## src/rtl/motor_pwm_if.sv

```systemverilog
// Command and status bundle between the command decode logic
// and the multi-channel H-bridge motor driver.
interface motor_pwm_if #(
    parameter int NCH   = 2,
    parameter int CNT_W = 12
);
    logic [NCH-1:0]       enable;
    logic [NCH*CNT_W-1:0] cmd_duty;
    logic [NCH-1:0]       cmd_dir;
    logic [NCH-1:0]       oc_sense;
    logic                 fault_clr;
    logic [NCH-1:0]       pwm_out;
    logic [NCH-1:0]       dir_a;
    logic [NCH-1:0]       dir_b;
    logic [NCH-1:0]       fault;
    logic [NCH*CNT_W-1:0] cur_duty;
    logic                 period_start;

    modport master (
        output enable, cmd_duty, cmd_dir,
        output oc_sense, fault_clr,
        input  pwm_out, dir_a, dir_b,
        input  fault, cur_duty, period_start
    );

    modport slave (
        input  enable, cmd_duty, cmd_dir,
        input  oc_sense, fault_clr,
        output pwm_out, dir_a, dir_b,
        output fault, cur_duty, period_start
    );
endinterface

```

## src/rtl/motor_pwm_ctrl.sv

```systemverilog
// NCH-channel H-bridge PWM driver: slew-limited duty, safe reversal
// through brake and dead time, latched per-channel overcurrent trip.
module motor_pwm_ctrl #(
    parameter int NCH          = 2,
    parameter int CNT_W        = 12,
    parameter int PERIOD       = 2500,
    parameter int RAMP_STEP    = 125,
    parameter int DEAD_PERIODS = 2,
    parameter int OC_LIMIT     = 2499
) (
    input logic       clk,
    input logic       rst_n,
    motor_pwm_if.slave bus
);
    localparam int OC_W = $clog2(OC_LIMIT + 1);
    localparam int DW   = (DEAD_PERIODS > 1) ? $clog2(DEAD_PERIODS) : 1;

    localparam logic [CNT_W-1:0] PER  = CNT_W'(PERIOD);
    localparam logic [CNT_W-1:0] LAST = CNT_W'(PERIOD - 1);
    localparam logic [CNT_W-1:0] STEP = CNT_W'(RAMP_STEP);
    localparam logic [OC_W-1:0]  OC_L = OC_W'(OC_LIMIT);
    localparam logic [DW-1:0]    DLST = DW'(DEAD_PERIODS - 1);

    typedef enum logic [2:0] {
        S_IDLE,
        S_RUN,
        S_BRAKE,
        S_DEAD,
        S_FAULT
    } state_t;

    logic [CNT_W-1:0] cnt_q;
    logic             ps_q;
    logic             boundary;

    state_t           st_q   [NCH];
    state_t           st_d   [NCH];
    logic [CNT_W-1:0] duty_q [NCH];
    logic [CNT_W-1:0] duty_d [NCH];
    logic [DW-1:0]    dead_q [NCH];
    logic [DW-1:0]    dead_d [NCH];
    logic [OC_W-1:0]  oc_cnt [NCH];
    logic [NCH-1:0]   dir_q, dir_d;
    logic [NCH-1:0]   pwm_q, pwm_d;
    logic [NCH-1:0]   oc_s1, oc_s2;

    logic [CNT_W-1:0] tgt  [NCH];
    logic [CNT_W-1:0] down [NCH];
    logic [CNT_W-1:0] slew [NCH];
    logic [NCH-1:0]   trip, act;

    assign boundary = (cnt_q == LAST);

    always_comb begin
        for (int i = 0; i < NCH; i++) begin
            tgt[i] = '0;
            if (bus.enable[i]) begin
                if (bus.cmd_duty[i*CNT_W +: CNT_W] > PER)
                    tgt[i] = PER;
                else
                    tgt[i] = bus.cmd_duty[i*CNT_W +: CNT_W];
            end
            down[i] = (duty_q[i] > STEP) ? duty_q[i] - STEP : '0;
            if (tgt[i] > duty_q[i])
                slew[i] = (tgt[i] - duty_q[i] > STEP)
                        ? duty_q[i] + STEP : tgt[i];
            else
                slew[i] = (duty_q[i] - tgt[i] > STEP)
                        ? duty_q[i] - STEP : tgt[i];
            trip[i] = (oc_cnt[i] == OC_L);
            act[i]  = (st_q[i] == S_RUN) || (st_q[i] == S_BRAKE);
        end
    end

    // Trip overrides everything; clear is only reachable with trip low,
    // which with a saturating counter also means the count is below limit.
    always_comb begin
        for (int i = 0; i < NCH; i++) begin
            st_d[i]   = st_q[i];
            duty_d[i] = duty_q[i];
            dead_d[i] = dead_q[i];
            dir_d[i]  = dir_q[i];
            pwm_d[i]  = !trip[i] && act[i] && (cnt_q < duty_q[i]);
            if (trip[i]) begin
                st_d[i]   = S_FAULT;
                duty_d[i] = '0;
            end else if (st_q[i] == S_FAULT) begin
                if (bus.fault_clr && !oc_s2[i]) begin
                    st_d[i]   = S_IDLE;
                    duty_d[i] = '0;
                end
            end else if (boundary) begin
                unique case (st_q[i])
                    S_IDLE: begin
                        if (tgt[i] != '0) begin
                            dir_d[i] = bus.cmd_dir[i];
                            st_d[i]  = S_RUN;
                        end
                    end
                    S_RUN: begin
                        if (bus.cmd_dir[i] != dir_q[i]) begin
                            duty_d[i] = down[i];
                            dead_d[i] = '0;
                            st_d[i]   = (down[i] == '0) ? S_DEAD : S_BRAKE;
                        end else if (tgt[i] == '0 && duty_q[i] == '0) begin
                            st_d[i] = S_IDLE;
                        end else begin
                            duty_d[i] = slew[i];
                        end
                    end
                    S_BRAKE: begin
                        duty_d[i] = down[i];
                        if (down[i] == '0) begin
                            dead_d[i] = '0;
                            st_d[i]   = S_DEAD;
                        end
                    end
                    S_DEAD: begin
                        if (dead_q[i] == DLST) begin
                            dir_d[i] = bus.cmd_dir[i];
                            st_d[i]  = (tgt[i] != '0) ? S_RUN : S_IDLE;
                        end else begin
                            dead_d[i] = dead_q[i] + DW'(1);
                        end
                    end
                    default: ;
                endcase
            end
        end
    end

    always_ff @(posedge clk or negedge rst_n) begin
        if (!rst_n) begin
            cnt_q <= '0;
            ps_q  <= 1'b0;
            dir_q <= '0;
            pwm_q <= '0;
            oc_s1 <= '0;
            oc_s2 <= '0;
            for (int i = 0; i < NCH; i++) begin
                st_q[i]   <= S_IDLE;
                duty_q[i] <= '0;
                dead_q[i] <= '0;
                oc_cnt[i] <= '0;
            end
        end else begin
            cnt_q <= boundary ? '0 : cnt_q + CNT_W'(1);
            ps_q  <= boundary;
            dir_q <= dir_d;
            pwm_q <= pwm_d;
            oc_s1 <= bus.oc_sense;
            oc_s2 <= oc_s1;
            for (int i = 0; i < NCH; i++) begin
                st_q[i]   <= st_d[i];
                duty_q[i] <= duty_d[i];
                dead_q[i] <= dead_d[i];
                if (!oc_s2[i])
                    oc_cnt[i] <= '0;
                else if (oc_cnt[i] != OC_L)
                    oc_cnt[i] <= oc_cnt[i] + OC_W'(1);
            end
        end
    end

    always_comb begin
        bus.pwm_out      = pwm_q;
        bus.period_start = ps_q;
        bus.dir_a        = '0;
        bus.dir_b        = '0;
        bus.fault        = '0;
        bus.cur_duty     = '0;
        for (int i = 0; i < NCH; i++) begin
            bus.dir_a[i] = act[i] && dir_q[i];
            bus.dir_b[i] = act[i] && !dir_q[i];
            bus.fault[i] = (st_q[i] == S_FAULT);
            bus.cur_duty[i*CNT_W +: CNT_W] = duty_q[i];
        end
    end
endmodule

```

## src/flat_wrapper.sv

```systemverilog
// flat-port wrapper written by rule: the top's interface ports become plain ports
module motor_pwm_ctrl_flat 
#(
    parameter int NCH          = 2,
    parameter int CNT_W        = 12,
    parameter int PERIOD       = 2500,
    parameter int RAMP_STEP    = 125,
    parameter int DEAD_PERIODS = 2,
    parameter int OC_LIMIT     = 2499
)
  (clk, rst_n, bus_enable, bus_cmd_duty, bus_cmd_dir, bus_oc_sense, bus_fault_clr, bus_pwm_out, bus_dir_a, bus_dir_b, bus_fault, bus_cur_duty, bus_period_start);
  motor_pwm_if #(.NCH(NCH), .CNT_W(CNT_W)) bus_i ();
  input logic clk;
  input logic rst_n;
  input wire logic [$bits(bus_i.enable)-1:0] bus_enable;
  input wire logic [$bits(bus_i.cmd_duty)-1:0] bus_cmd_duty;
  input wire logic [$bits(bus_i.cmd_dir)-1:0] bus_cmd_dir;
  input wire logic [$bits(bus_i.oc_sense)-1:0] bus_oc_sense;
  input wire logic [$bits(bus_i.fault_clr)-1:0] bus_fault_clr;
  output wire logic [$bits(bus_i.pwm_out)-1:0] bus_pwm_out;
  output wire logic [$bits(bus_i.dir_a)-1:0] bus_dir_a;
  output wire logic [$bits(bus_i.dir_b)-1:0] bus_dir_b;
  output wire logic [$bits(bus_i.fault)-1:0] bus_fault;
  output wire logic [$bits(bus_i.cur_duty)-1:0] bus_cur_duty;
  output wire logic [$bits(bus_i.period_start)-1:0] bus_period_start;
  assign bus_i.enable = bus_enable;
  assign bus_i.cmd_duty = bus_cmd_duty;
  assign bus_i.cmd_dir = bus_cmd_dir;
  assign bus_i.oc_sense = bus_oc_sense;
  assign bus_i.fault_clr = bus_fault_clr;
  assign bus_pwm_out = bus_i.pwm_out;
  assign bus_dir_a = bus_i.dir_a;
  assign bus_dir_b = bus_i.dir_b;
  assign bus_fault = bus_i.fault;
  assign bus_cur_duty = bus_i.cur_duty;
  assign bus_period_start = bus_i.period_start;
  motor_pwm_ctrl #(.NCH(NCH), .CNT_W(CNT_W), .PERIOD(PERIOD), .RAMP_STEP(RAMP_STEP), .DEAD_PERIODS(DEAD_PERIODS), .OC_LIMIT(OC_LIMIT)) u_core (.clk(clk), .rst_n(rst_n), .bus(bus_i));
endmodule
```

## config.mk

```make
export PLATFORM = sky130hd
export DESIGN_NAME = motor_pwm_ctrl_flat
export DESIGN_NICKNAME = d
export VERILOG_FILES = /design/src/rtl/motor_pwm_if.sv /design/src/rtl/motor_pwm_ctrl.sv /design/src/flat_wrapper.sv
export SDC_FILE = /design/constraint.sdc
export NUM_CORES = 1
export LEC_CHECK = 0
export ABC_AREA = 1
export CAP_MARGIN = 20
export CORE_ASPECT_RATIO = 1.1
export CORE_MARGIN = 2
export CORE_UTILIZATION = 61
export DETAILED_ROUTE_END_ITERATION = 12
export PLACE_DENSITY = 0.82
export SKIP_CTS_REPAIR_TIMING = 1
export SLEW_MARGIN = 20
export SYNTH_ARGS = -nofsm -noshare
export SYNTH_HDL_FRONTEND = slang
export SYNTH_SLANG_ARGS = --single-unit
```

## constraint.sdc

```tcl
create_clock -name clk -period 3.8 [get_ports clk]
set_input_delay 0.76 -clock clk [delete_from_list [all_inputs] [get_ports clk]]
set_output_delay 0.76 -clock clk [all_outputs]
set_load 0.01 [all_outputs]
```

Word-level counts from Yosys, hierarchy flattened. Cells that the tools add are included.

$add $sub $neg: 13. Order comparisons: 12. Equal/unequal tests: 37. Mux-type cells: 69. Bitwise gates (word level): 4. Reductions and logical operators: 48.

Operator list (count): 12-bit two-way mux (29); 12-bit by 7-bit > comparator with 1-bit output, second input constant (6); 12-bit logical NOT (6); 3-bit two-way mux (18); 12-bit case mux with 2 select lines (2); 12-bit subtractor (4); 12-bit by 1-bit adder with 12-bit output, second input constant (3); 12-bit equality test, second input constant (3); 12-bit by 7-bit adder with 12-bit output, second input constant (2); 12-bit > comparator (2); 12-bit > comparator, second input constant (2); 12-bit < comparator (2); 12-bit inequality test, second input constant (2); 3-bit case mux with 4 select lines (2); 6-bit AND reduction (4); 12-bit nonzero test (2); 12-bit by 7-bit subtractor with 12-bit output, second input constant (2); 5-bit by 4-bit inequality test with 1-bit output, second input constant (4); 4-bit by 2-bit inequality test with 1-bit output, second input constant (4); 1-bit two-way mux (14); 7-bit AND reduction (2); 3-bit by 2-bit equality test with 1-bit output, second input constant (4); 1-bit logical AND (12); 2-bit inequality test, second input constant (6); other kinds (18) (46).

Flip-flop bits (word level): 77. Output and inout bits: 33. Logic and storage cells: 198.

Logic depth before layout (Yosys ltp).
Depth after elaboration: 13. Mapped depth: 29.

Least setup slack after synthesis. OpenSTA, ideal clock, no wires.

Path type: input to register. From: input port bus_cmd_duty[16]. To: register u_core.duty_q (netlist bit u_core.bus.cur_duty[13]). Setup time: 0.117 ns. Data arrival time: 3.592 ns. Required time: 3.683 ns. Path slack: 0.091 ns. Cell stages on the path: 26. Path buffers: 1. Path through: inv_2 > nand2_1 > nor2_2 > and2_1 > nand2_1 > nand2_4 > inv_1 > nor3_2 > inv_1 > ha_1 > a21oi_1 > o21ai_1 > a21oi_1 > o21ai_1 > a21oi_1 > xor2_1 > nand2_1 > nor2_2 > inv_2 > buf_2 > o21ai_0 > a21oi_1 > nand2_1 > nand2_1 > nand2_1 > nand2_1.

Word-level cells in the longest chain between the ends: 13.

RTL lines: from (decl) (line flat_wrapper.sv:16) `input wire logic [$bits(bus_i.cmd_duty)-1:0] bus_cmd_duty;`; 12-bit > comparator (line motor_pwm_ctrl.sv:58) `if (bus.cmd_duty[i*CNT_W +: CNT_W] > PER)`; 12-bit two-way mux * (line motor_pwm_ctrl.sv:58); 12-bit two-way mux * (line motor_pwm_ctrl.sv:57) `if (bus.enable[i]) begin`; 12-bit subtractor, on equally long branches (line motor_pwm_ctrl.sv:68, motor_pwm_ctrl.sv:65); 12-bit by 7-bit > comparator with 1-bit output, on equally long branches (line motor_pwm_ctrl.sv:68, motor_pwm_ctrl.sv:65); 12-bit two-way mux, on equally long branches (line motor_pwm_ctrl.sv:69, motor_pwm_ctrl.sv:66); 12-bit two-way mux (line motor_pwm_ctrl.sv:64) `if (tgt[i] > duty_q[i])`; 12-bit two-way mux (line motor_pwm_ctrl.sv:105) `end else if (tgt[i] == '0 && duty_q[i] == '0) begin`; 12-bit two-way mux (line motor_pwm_ctrl.sv:101) `if (bus.cmd_dir[i] != dir_q[i]) begin`; 12-bit case mux with 2 select lines (line motor_pwm_ctrl.sv:93) `unique case (st_q[i])`; 12-bit two-way mux (line motor_pwm_ctrl.sv:92) `end else if (boundary) begin`; 12-bit two-way mux (line motor_pwm_ctrl.sv:87) `end else if (st_q[i] == S_FAULT) begin`; 12-bit two-way mux (line motor_pwm_ctrl.sv:84) `if (trip[i]) begin`; to (signal, indexed assignment) (line motor_pwm_ctrl.sv:155) `duty_q[i] <= duty_d[i];`; to (decl) (line motor_pwm_ctrl.sv:38) `logic [CNT_W-1:0] duty_q [NCH];`.

Mark *: on every way between the ends. The rest lies on a longest branch, timed or not. The select of a mux whose other input is x is not followed. A chain may end at the register's enable or synchronous reset.

Worst setup path after layout.
From: input port bus_cmd_duty[5]. To: register u_core.duty_q (netlist bit u_core.bus.cur_duty[11]).

Same word-level chain as after synthesis.

==> metrics.md <==
| Metric | Value |
|---|---|
| # diodes | `0` |
| # clock sinks | `77` |
| Clock tree buffer depth | `2` |
| TritonCTS clock tree | `yes` |
| Status | `finished clean` |
| Routability cong. | `around 0.99` |
| Yosys warning count | `0` |
| Post-synth net total | `1609` |
| Crit path required time | `4.03 ns` |
| Leakage power | `between 6 and 7 nW` |
| Post-synthesis register bit count | `between 70 and 80` |
| Min-Delay Path Class | `input port to asynchronous set/reset pin` |
| Least-Margin Pin Slew | `~0.71 ns` |
| Synth cell types | `52` |
| Syn_area_per_cell | `roughly 6.2 um^2` |
| Cell taking the most area after synthesis | `dfrtp_1` |
| Area of the core | `~0.015 mm^2` |
| Max cap viols | `0` |
| RR Endpoint | `u_core.bus.cur_duty[11]` |
| Fill count | `between 1k and 1.5k` |
| GRT Total Usage | `a little over a third` |
| Endpoints failing setup | `0` |
| Nets | `roughly 1.8k` |
| TritonRoute pass-1 iters | `7` |
| 1st-iter DRT viols | `about 1.1k` |
| Vias in the first global route | `around 10k` |
| Initial Utilization | `62.0%` |
| Via count | `11.1k` |
| CTS H-tree lvls | `3` |
| Final setup margin | `roughly 0.056 ns` |
| Initial antenna violation count | `0` |
| Antenna-violating nets left | `0` |
| Most used flip-flop cell after synthesis | `dfrtp_1` |
| Routed WL per cell | `16.6 um` |
| Cell count after synthesis | `approximately 1.5k` |
| Total die area | `0.0162 mm^2` |
| Root buf cell | `clkbuf_16` |
| Slew Limit Headroom | `52.1%` |
| Skew-Pair Late Insertion Delay | `0.34 ns` |
| Worst vdd ir | `about 0.67 mV` |
| Row cnt | `47` |
| Final min period | `about 3.7 ns` |
| Die Y | `133 um` |
| Synth Cell Area | `~0.0093 mm^2` |
| Hpwl dp | `about 23000 um` |
| Pwr/cell area | `~760 mW/mm^2` |
| Worst hold slack | `~0.30 ns` |
| Share of cells above drive strength 1 | `between 10% and 20%` |
| Worst reg-to-reg setup slack | `around 0.54 ns` |
| Number of synthesized flops with an enable pin | `0` |
| IO Pins | `66` |
| CP Launch Type | `input port` |
| # DRC | `0` |
| Port bufs | `65` |
| Clock Pin Slew Worst Setup and Hold Paths | `roughly 0.060 ns` |
| Overall power | `between 9 and 10 mW` |
| WS Path Type | `input port to flip-flop` |
| Worst Skew | `about 0.006 ns` |
| Max Fclk | `0.267 GHz` |
| Critical Path AT | `~4.0 ns` |
| Total length of routed wires | `around 32000 um` |
| Die W | `roughly 120 um` |
| Final Max Slew Viols | `0` |
| Largest net degree at the start of global routing | `between 70 and 80` |
| Worst R2R Path Depth | `17` |
| First-pass GRT wire length | `between 40000 and 50000 um` |
| Crit-path max FO | `5` |
| Post-synth top area share | `between 20% and 30%` |
| Sequential fraction of the synthesis area | `a little over a fifth` |
| Fin crit share | `between 90% and 100%` |
| Congestion Overflow GR | `0` |
| Hold Vio Cnt, Final | `0` |
| Synth async-reset ratio | `100%` |
| Via/cell ratio | `5.83` |
| Synth cell count leaders | `nand2_1, inv_1, nand3_1` |
| Top-count cell post-synth | `nand2_1` |
| P&R area growth vs syn | `32.1%` |
| FF-to-FF Start | `u_core.bus.cur_duty[0]` |
| Pre-CTS setup slack | `-0.565 ns` |
| Num CTS Buffers | `9` |
| Synth top area cells | `dfrtp_1, nand2_1, ha_1` |
| Critical Path End Type | `flip-flop` |
-- routing by layer --
metal  GRT usage (%)  up-vias  share of wire [%]
met4            18.5        0                5.4
li1                -     5296                  -
met2            65.2      590                 50
met1            43.1     5065                 38
met5               0        -                  0
met3            4.20      174                6.4
-- kinds of logic after synthesis --
group	after synthesis	synth area share [%]
flops	77	20.8
simple gates	818	39.2
mux	1	0.108
compound gates	209	12.7
xor+xnor	59	5.66
fa+ha+maj	79	10.8
buf+inv	254	10.7
-- how the worst max path moves through the flow --
stage | depth (start not counted) | endpoint | slack (ns) | from
finish | 27 | u_core.bus.cur_duty[11] | 0.06 | bus_cmd_duty[5]
global route | 30 | u_core.bus.cur_duty[5] | -0.18 | bus_cmd_duty[5]
CTS | 26 | u_core.bus.cur_duty[20] | -0.22 | bus_cmd_duty[20]
detailed placement | 26 | u_core.bus.cur_duty[20] | -0.57 | bus_cmd_duty[20]
global placement | 26 | u_core.bus.cur_duty[20] | -0.52 | bus_cmd_duty[20]
floorplan | 26 | u_core.bus.cur_duty[13] | 0.09 | bus_cmd_duty[16]
-- critical path, cell delays in order --
cell and delay (ns):
dlymetal6s2s_1 0.14, inv_1 0.07, nand2_2 0.07, nor2_1 0.15, nand3_1 0.15, nand2_2 0.13, buf_6 0.11, nand2_4 0.07
buf_4 0.14, nand3_2 0.08, inv_2 0.06, ha_4 0.28, buf_4 0.12, nand2_1 0.09, buf_4 0.15, o21ai_4 0.18
a21oi_2 0.08, xor2_1 0.16, nor2_2 0.15, nand3_4 0.14, clkbuf_16 0.19, o21ai_0 0.15, a21oi_1 0.10, nand2_1 0.11
nand2_1 0.05, nand2_1 0.05, nand2_1 0.05
-- metrics by stage --
step                cells  util [%]  cell area (um^2)  TNS (ns)
floorplan            1497         -              9260         0
CTS                  1899      77.2             11500     -3.44
global route         1909      81.9             12200     -2.28
global placement     1883      75.1             11200     -9.87
detailed placement   1883      75.1             11200    -11.82
finish               1909      81.9             12200         0
-- flip-flops by register name, summed over array words and instances, names as in the netlist --
name	cells
u_core.oc_s2	2
u_core.bus.period_start	1
u_core.bus.cur_duty	24
u_core.bus.pwm_out	2
u_core.cnt_q	12
u_core.oc_cnt	24
u_core.dir_q	2
u_core.oc_s1	2
u_core.dead_q	2
u_core.st_q	6
-- placed cells by master (no fill, tap or decap), drive strengths merged, types with 6 or more instances in the layout --
master and count:
a21oi 108, a31oi 7, buf 165, clkbuf 14, clkdlybuf4s50 40, dfrtp 77, dlymetal6s2s 22, ha 77
inv 220, nand2 418, nand3 149, nand4 24, nor2 150, nor3 43, nor4 15, o211ai 6
o21ai 63, o21bai 6, or2 8, xor2 55
-- final cells by class --
| type | count | area, um^2 | share of cell area (%) |
|---|---|---|---|
| sequential | 77 | 1930 | 15.7 |
| timing repair buffer | 231 | 2070 | 16.9 |
| inverter | 223 | 847 | 6.92 |
| clock inverter | 6 | 70.1 | 0.572 |
| multi-input combinational | 1166 | 6840 | 55.9 |
| clock buffer | 10 | 239 | 1.95 |
| tap | 196 | 245 | 2.00 |
-- where the power goes --
part / internal [mW] / total [mW] / switching [mW] / leakage, nW
clock network: 0.531 / 0.895 / 0.364 / 0.142
logic: 2.91 / 7.12 / 4.21 / 5.27
registers: 0.956 / 1.27 / 0.318 / 1.02
No activity file was read; power rests on OpenSTA's default activity.
